$ cat src/rtl/hazard_control_unit.sv
// Hazard and stall controller for the five-stage LC-3b pipeline: drives the PC and
// pipeline-register load/flush enables and keeps saturating stall/flush counters.
module hazard_control_unit #(
    parameter int CNT_W   = 16,
    parameter int FLUSH_W = 8
) (
    input  logic               clk,
    input  logic               reset_n,
    input  logic               id_valid,
    input  logic [2:0]         id_sr1,
    input  logic [2:0]         id_sr2,
    input  logic               id_uses_sr1,
    input  logic               id_uses_sr2,
    input  logic               ex_valid,
    input  logic               ex_mem_read,
    input  logic               ex_reg_write,
    input  logic [2:0]         ex_dest,
    input  logic               imem_resp,
    input  logic               dmem_req,
    input  logic               dmem_resp,
    input  logic               mem_br_taken,
    input  logic               clr_counters,
    output logic               load_pc,
    output logic               load_if_id,
    output logic               load_id_ex,
    output logic               load_ex_mem,
    output logic               load_mem_wb,
    output logic               flush_if_id,
    output logic               flush_id_ex,
    output logic               flush_ex_mem,
    output logic [1:0]         stall_state,
    output logic [CNT_W-1:0]   stall_cycles,
    output logic [FLUSH_W-1:0] flush_count
);

    // state     | meaning
    // RUN       | normal evaluation, no stall in progress
    // LU_BUBBLE | bubble just inserted for a load-use; hazard detection masked
    // DMEM_WAIT | pipeline frozen waiting on the data cache
    typedef enum logic [1:0] {
        RUN       = 2'b00,
        LU_BUBBLE = 2'b01,
        DMEM_WAIT = 2'b10
    } state_t;

    state_t state_q, state_d;

    logic dmem_stall, src_match, lu_hazard, br_win;
    logic ld_pc, ld_if_id, ld_id_ex, ld_ex_mem, ld_mem_wb;
    logic fl_if_id, fl_id_ex, fl_ex_mem;

    always_comb begin
        dmem_stall = dmem_req & ~dmem_resp;
        src_match  = (id_uses_sr1 && (id_sr1 == ex_dest)) ||
                     (id_uses_sr2 && (id_sr2 == ex_dest));
        lu_hazard  = ex_valid & ex_mem_read & ex_reg_write & id_valid & src_match &
                     (state_q != LU_BUBBLE);

        ld_pc     = 1'b1;
        ld_if_id  = 1'b1;
        ld_id_ex  = 1'b1;
        ld_ex_mem = 1'b1;
        ld_mem_wb = 1'b1;
        fl_if_id  = 1'b0;
        fl_id_ex  = 1'b0;
        fl_ex_mem = 1'b0;
        br_win    = 1'b0;
        state_d   = RUN;

        if (dmem_stall) begin
            ld_pc     = 1'b0;
            ld_if_id  = 1'b0;
            ld_id_ex  = 1'b0;
            ld_ex_mem = 1'b0;
            ld_mem_wb = 1'b0;
            state_d   = DMEM_WAIT;
        end else if (mem_br_taken) begin
            // redirect wins over a pending icache miss: the wrong-path fetch is dropped
            fl_if_id  = 1'b1;
            fl_id_ex  = 1'b1;
            fl_ex_mem = 1'b1;
            br_win    = 1'b1;
        end else if (lu_hazard) begin
            ld_pc     = 1'b0;
            ld_if_id  = 1'b0;
            fl_id_ex  = 1'b1;
            state_d   = LU_BUBBLE;
        end else if (!imem_resp) begin
            ld_pc     = 1'b0;
            fl_if_id  = 1'b1;
        end
    end

    // Reset holds every register and invalidates all pipeline contents.
    always_comb begin
        load_pc      = reset_n & ld_pc;
        load_if_id   = reset_n & ld_if_id;
        load_id_ex   = reset_n & ld_id_ex;
        load_ex_mem  = reset_n & ld_ex_mem;
        load_mem_wb  = reset_n & ld_mem_wb;
        flush_if_id  = ~reset_n | fl_if_id;
        flush_id_ex  = ~reset_n | fl_id_ex;
        flush_ex_mem = ~reset_n | fl_ex_mem;
        stall_state  = state_q;
    end

    always_ff @(posedge clk or negedge reset_n) begin
        if (!reset_n) begin
            state_q <= RUN;
        end else begin
            state_q <= state_d;
        end
    end

    always_ff @(posedge clk or negedge reset_n) begin
        if (!reset_n) begin
            stall_cycles <= '0;
            flush_count  <= '0;
        end else if (clr_counters) begin
            stall_cycles <= '0;
            flush_count  <= '0;
        end else begin
            if (!ld_pc && (stall_cycles != '1)) begin
                stall_cycles <= stall_cycles + 1'b1;
            end
            if (br_win && (flush_count != '1)) begin
                flush_count <= flush_count + 1'b1;
            end
        end
    end

endmodule

$ cat config.mk
export PLATFORM = sky130hd
export DESIGN_NAME = hazard_control_unit
export DESIGN_NICKNAME = d
export VERILOG_FILES = /design/src/rtl/hazard_control_unit.sv
export SDC_FILE = /design/constraint.sdc
export NUM_CORES = 1
export LEC_CHECK = 0
export ABC_AREA = 1
export CORE_AREA = 5 5 70 72
export DETAILED_ROUTE_END_ITERATION = 16
export DIE_AREA = 0 0 75 77
export PLACE_DENSITY = 0.75
export RECOVER_POWER = 50
export SLEW_MARGIN = 20
export SYNTH_ARGS = -nofsm -noshare
export SYNTH_HDL_FRONTEND = slang
export SYNTH_SLANG_ARGS = --single-unit
export TNS_END_PERCENT = 1
$ cat constraint.sdc
create_clock -name clk -period 2.3 [get_ports clk]
set_clock_uncertainty 0.15 [all_clocks]
set_input_delay 0.46 -clock clk [delete_from_list [all_inputs] [get_ports clk]]
set_output_delay 0.46 -clock clk [all_outputs]
set_load 0.01 [all_outputs]
==> impl_metrics.env <==
export IMPL_fin_ws_ns=-0.02060
export IMPL_maxSlewViolCount=0
export IMPL_cp_arrival_ns=1.71
export IMPL_die_y_um=77
export IMPL_fillerInstances=398
export IMPL_layout_nets=341
export IMPL_grt_antenna_before_repair=0
export IMPL_cts_buffers=3
export IMPL_p_switching_mw=0.2579
export IMPL_finalWeightedCongestion=0.8283
export IMPL_status="complete, but fails checks"
export IMPL_core_um2=4234
export IMPL_seq_area_frac_synth_pct=37.22
export IMPL_routed_wl_mm=4.613
export IMPL_clock_latency_ns=0.28
export IMPL_cts_tree="done"
export IMPL_seq_area_um2=650.6
export IMPL_drt_pre_antenna_iters=5
export IMPL_cts_root_buf="clkbuf_8"
export IMPL_cts_sinks=26
export IMPL_worst_setup_path_type="input pin to primary output"
export IMPL_whs_ns=0.3705
export IMPL_synth_cell_type_count=28
export IMPL_hold_buffers=0
export IMPL_power_density_nw_per_um2=376.7
export IMPL_finalCritPeriodShare_pct=100.9
export IMPL_crit_path_end_kind="primary output"
export IMPL_clockBufferDepth=2
export IMPL_crit_required_ns=1.69
export IMPL_wire_per_inst_um=12.57
export IMPL_netlist_instances=253
export IMPL_yosysTopAreaCell="dfrtp_1"
export IMPL_vias_per_cell=5.016
export IMPL_worstMarginPinSlew_ns=0.6580
export IMPL_crit_fanout=3
export IMPL_drtIter0Drc=129
export IMPL_clk_pin_slew_ns=0.09
export IMPL_pwr_share_seq_pct=51.2
export IMPL_dpl_hpwl_mm=3.379
export IMPL_grt_pass1_wl_mm=7.610
export IMPL_violations="negative setup slack"
export IMPL_netlist_area_um2=1748
export IMPL_synth_top_area_share_pct=37.22
export IMPL_syn_nets=277
export IMPL_drc=0
export IMPL_min_period_ns=2.321
export IMPL_maxSlewHeadroom_pct=56.13
export IMPL_boundaryPins=56
export IMPL_htreeDepth=1
export IMPL_power_frac_comb_pct=19.7
export IMPL_p_int_mw=0.6696
export IMPL_crit_path_start_kind="input pin"
export IMPL_synth_seq_cells=26
export IMPL_final_util_pct=58.16
export IMPL_yosys_warnings=0
export IMPL_num_vias=1841
export IMPL_grt_start_max_net_pins=27
export IMPL_avgSynthCellArea_um2=6.909
export IMPL_grt_pass1_vias=1703
export IMPL_ant_nets=0
export IMPL_std_cell_rows=24
export IMPL_switching_share_pct=27.80
export IMPL_start_util_pct=41.28
export IMPL_rsz0062_at_grt="yes"
export IMPL_cellLeakagePower_nw=1.313
export IMPL_clkPwrFrac_pct=29.1
export IMPL_grt_overflow_total=0
export IMPL_area_growth_pct=40.87
export IMPL_io_buffers=55
export IMPL_reg2reg_slack_ns=0.22
export IMPL_final_setup_viol_count=3
export IMPL_yosys_top_cells_area="dfrtp_1 37%, nand2_1 13%, inv_1 8.2%, nand3_1 7.7%, nor2_1 6.0%"
export IMPL_dieArea_um2=5775
export IMPL_power_total_mw=0.9275
export IMPL_hold_viol_final=0
export IMPL_grtUsageTotal_pct=16.45
export IMPL_peakVddDrop_uv=362.1
export IMPL_multi_input_area_um2=919.6
export IMPL_fin_setup_tns_ns=-0.05617
export IMPL_max_freq_ghz=0.4309
export IMPL_layout_drive_gt1_share_pct=11.75
export IMPL_hold_path_class="flip-flop to flip-flop"
export IMPL_die_w_um=75
export IMPL_diodes=0
export IMPL_drv_cap=0
[power groups by stage]
stage,clock network (mW),registers [mW],logic (mW)
floorplan,0,0.486,0.0764
global placement,0,0.483,0.184
detailed placement,0,0.484,0.187
CTS,0.270,0.475,0.182
global route,0.277,0.477,0.201
finish,0.270,0.475,0.183
[sequential cells by signal, summed over array words and instances, names as in the netlist]
signal	flops
stall_state	2
flush_count	8
stall_cycles	16
[metrics by stage]
stage,cells,instance area (um2),worst slack (ns)
after floorplan,253,1748,0.2909
after global placement,363,2396,-0.4334
after detailed placement,363,2396,-0.4870
after CTS,366,2436,-0.1402
after global routing,367,2462,-0.1463
final,367,2462,-0.02060
[final cells by class]
class,instances,share of cell area (%)
Tap cell,52,2.642
Timing Repair Buffer,67,25.51
Inverter,42,6.402
Sequential cell,26,26.42
Clock buffer,3,1.677
Multi-Input combinational cell,177,37.35
[metal layers]
layer | wire length, um | vias to the layer above | GRT usage (%)
li1 | - | 940 | -
met1 | 2006 | 832 | 20.96
met2 | 2208 | 61 | 26.74
met3 | 293 | 8 | 2.876
met4 | 105 | 0 | 6.940
met5 | 0 | - | 0
[logic make-up after synthesis]
family | after synthesis | share of synthesized area [%]
AOI/OAI and AO/OA | 22 | 6.944
and+or+nand+nor | 145 | 38.51
adders and majority gates | 2 | 1.431
buffers and inverters | 50 | 11.88
xor gates and xnor gates | 8 | 4.009
DFF | 26 | 37.22
[cells in the mapped netlist]
cell type	number
nand2_2	2
buf_6	1
inv_2	4
nor2_1	28
ha_1	2
nand2_4	1
buf_2	4
nand3_1	27
o21ai_0	8
o211ai_1	1
o21bai_1	1
a21boi_0	1
nand3_2	1
a31oi_1	1
nand4_4	1
clkbuf_1	1
inv_1	38
o31ai_1	1
dfrtp_1	26
nor3_1	5
nand4_1	16
buf_4	2
nand2_1	61
nor2_4	1
a21oi_1	9
xor2_1	6
xnor2_1	2
nor2_2	2
[cells in the final DEF (no fill, tap or decap), types with 3 or more instances in the layout]
cell	count
nor2_2	4
nor2_1	25
o21ai_0	8
xor2_1	6
inv_1	38
nand4_1	16
a21oi_1	9
clkdlybuf4s50_1	30
dlygate4sd3_1	11
inv_2	4
nand2_1	59
dfrtp_1	26
dlygate4sd2_1	6
buf_4	9
nand2_2	4
nand3_1	26
clkbuf_8	3
nor3_1	5
[final timing paths]
check	from	end	cells after the start
worst max-delay path	ex_mem_read	load_if_id	7
worst min-delay path	flush_count[7]	flush_count[7]	2
worst max register to register	stall_cycles[0]	stall_cycles[7]	9
worst min register to register	flush_count[7]	flush_count[7]	2
max in group asynchronous	reset_n	flush_count[1]	3
min in group asynchronous	reset_n	flush_count[7]	3
[worst max-delay path, cell delays in order]
cell and delay, ns:
clkdlybuf4s50_1 0.45, nand4_1 0.09, a21oi_1 0.26, nand3_4 0.13, nand2_2 0.06, inv_1 0.03, clkdlybuf4s15_2 0.21
[what timing repair did]
action                     4_1_cts  5_1_grt
buffers inserted                 0        1
pin swaps                        0        6
resized for setup               24       11
setup endpoints to repair        8        8
Note: power is estimated with default switching activity, not from simulation.
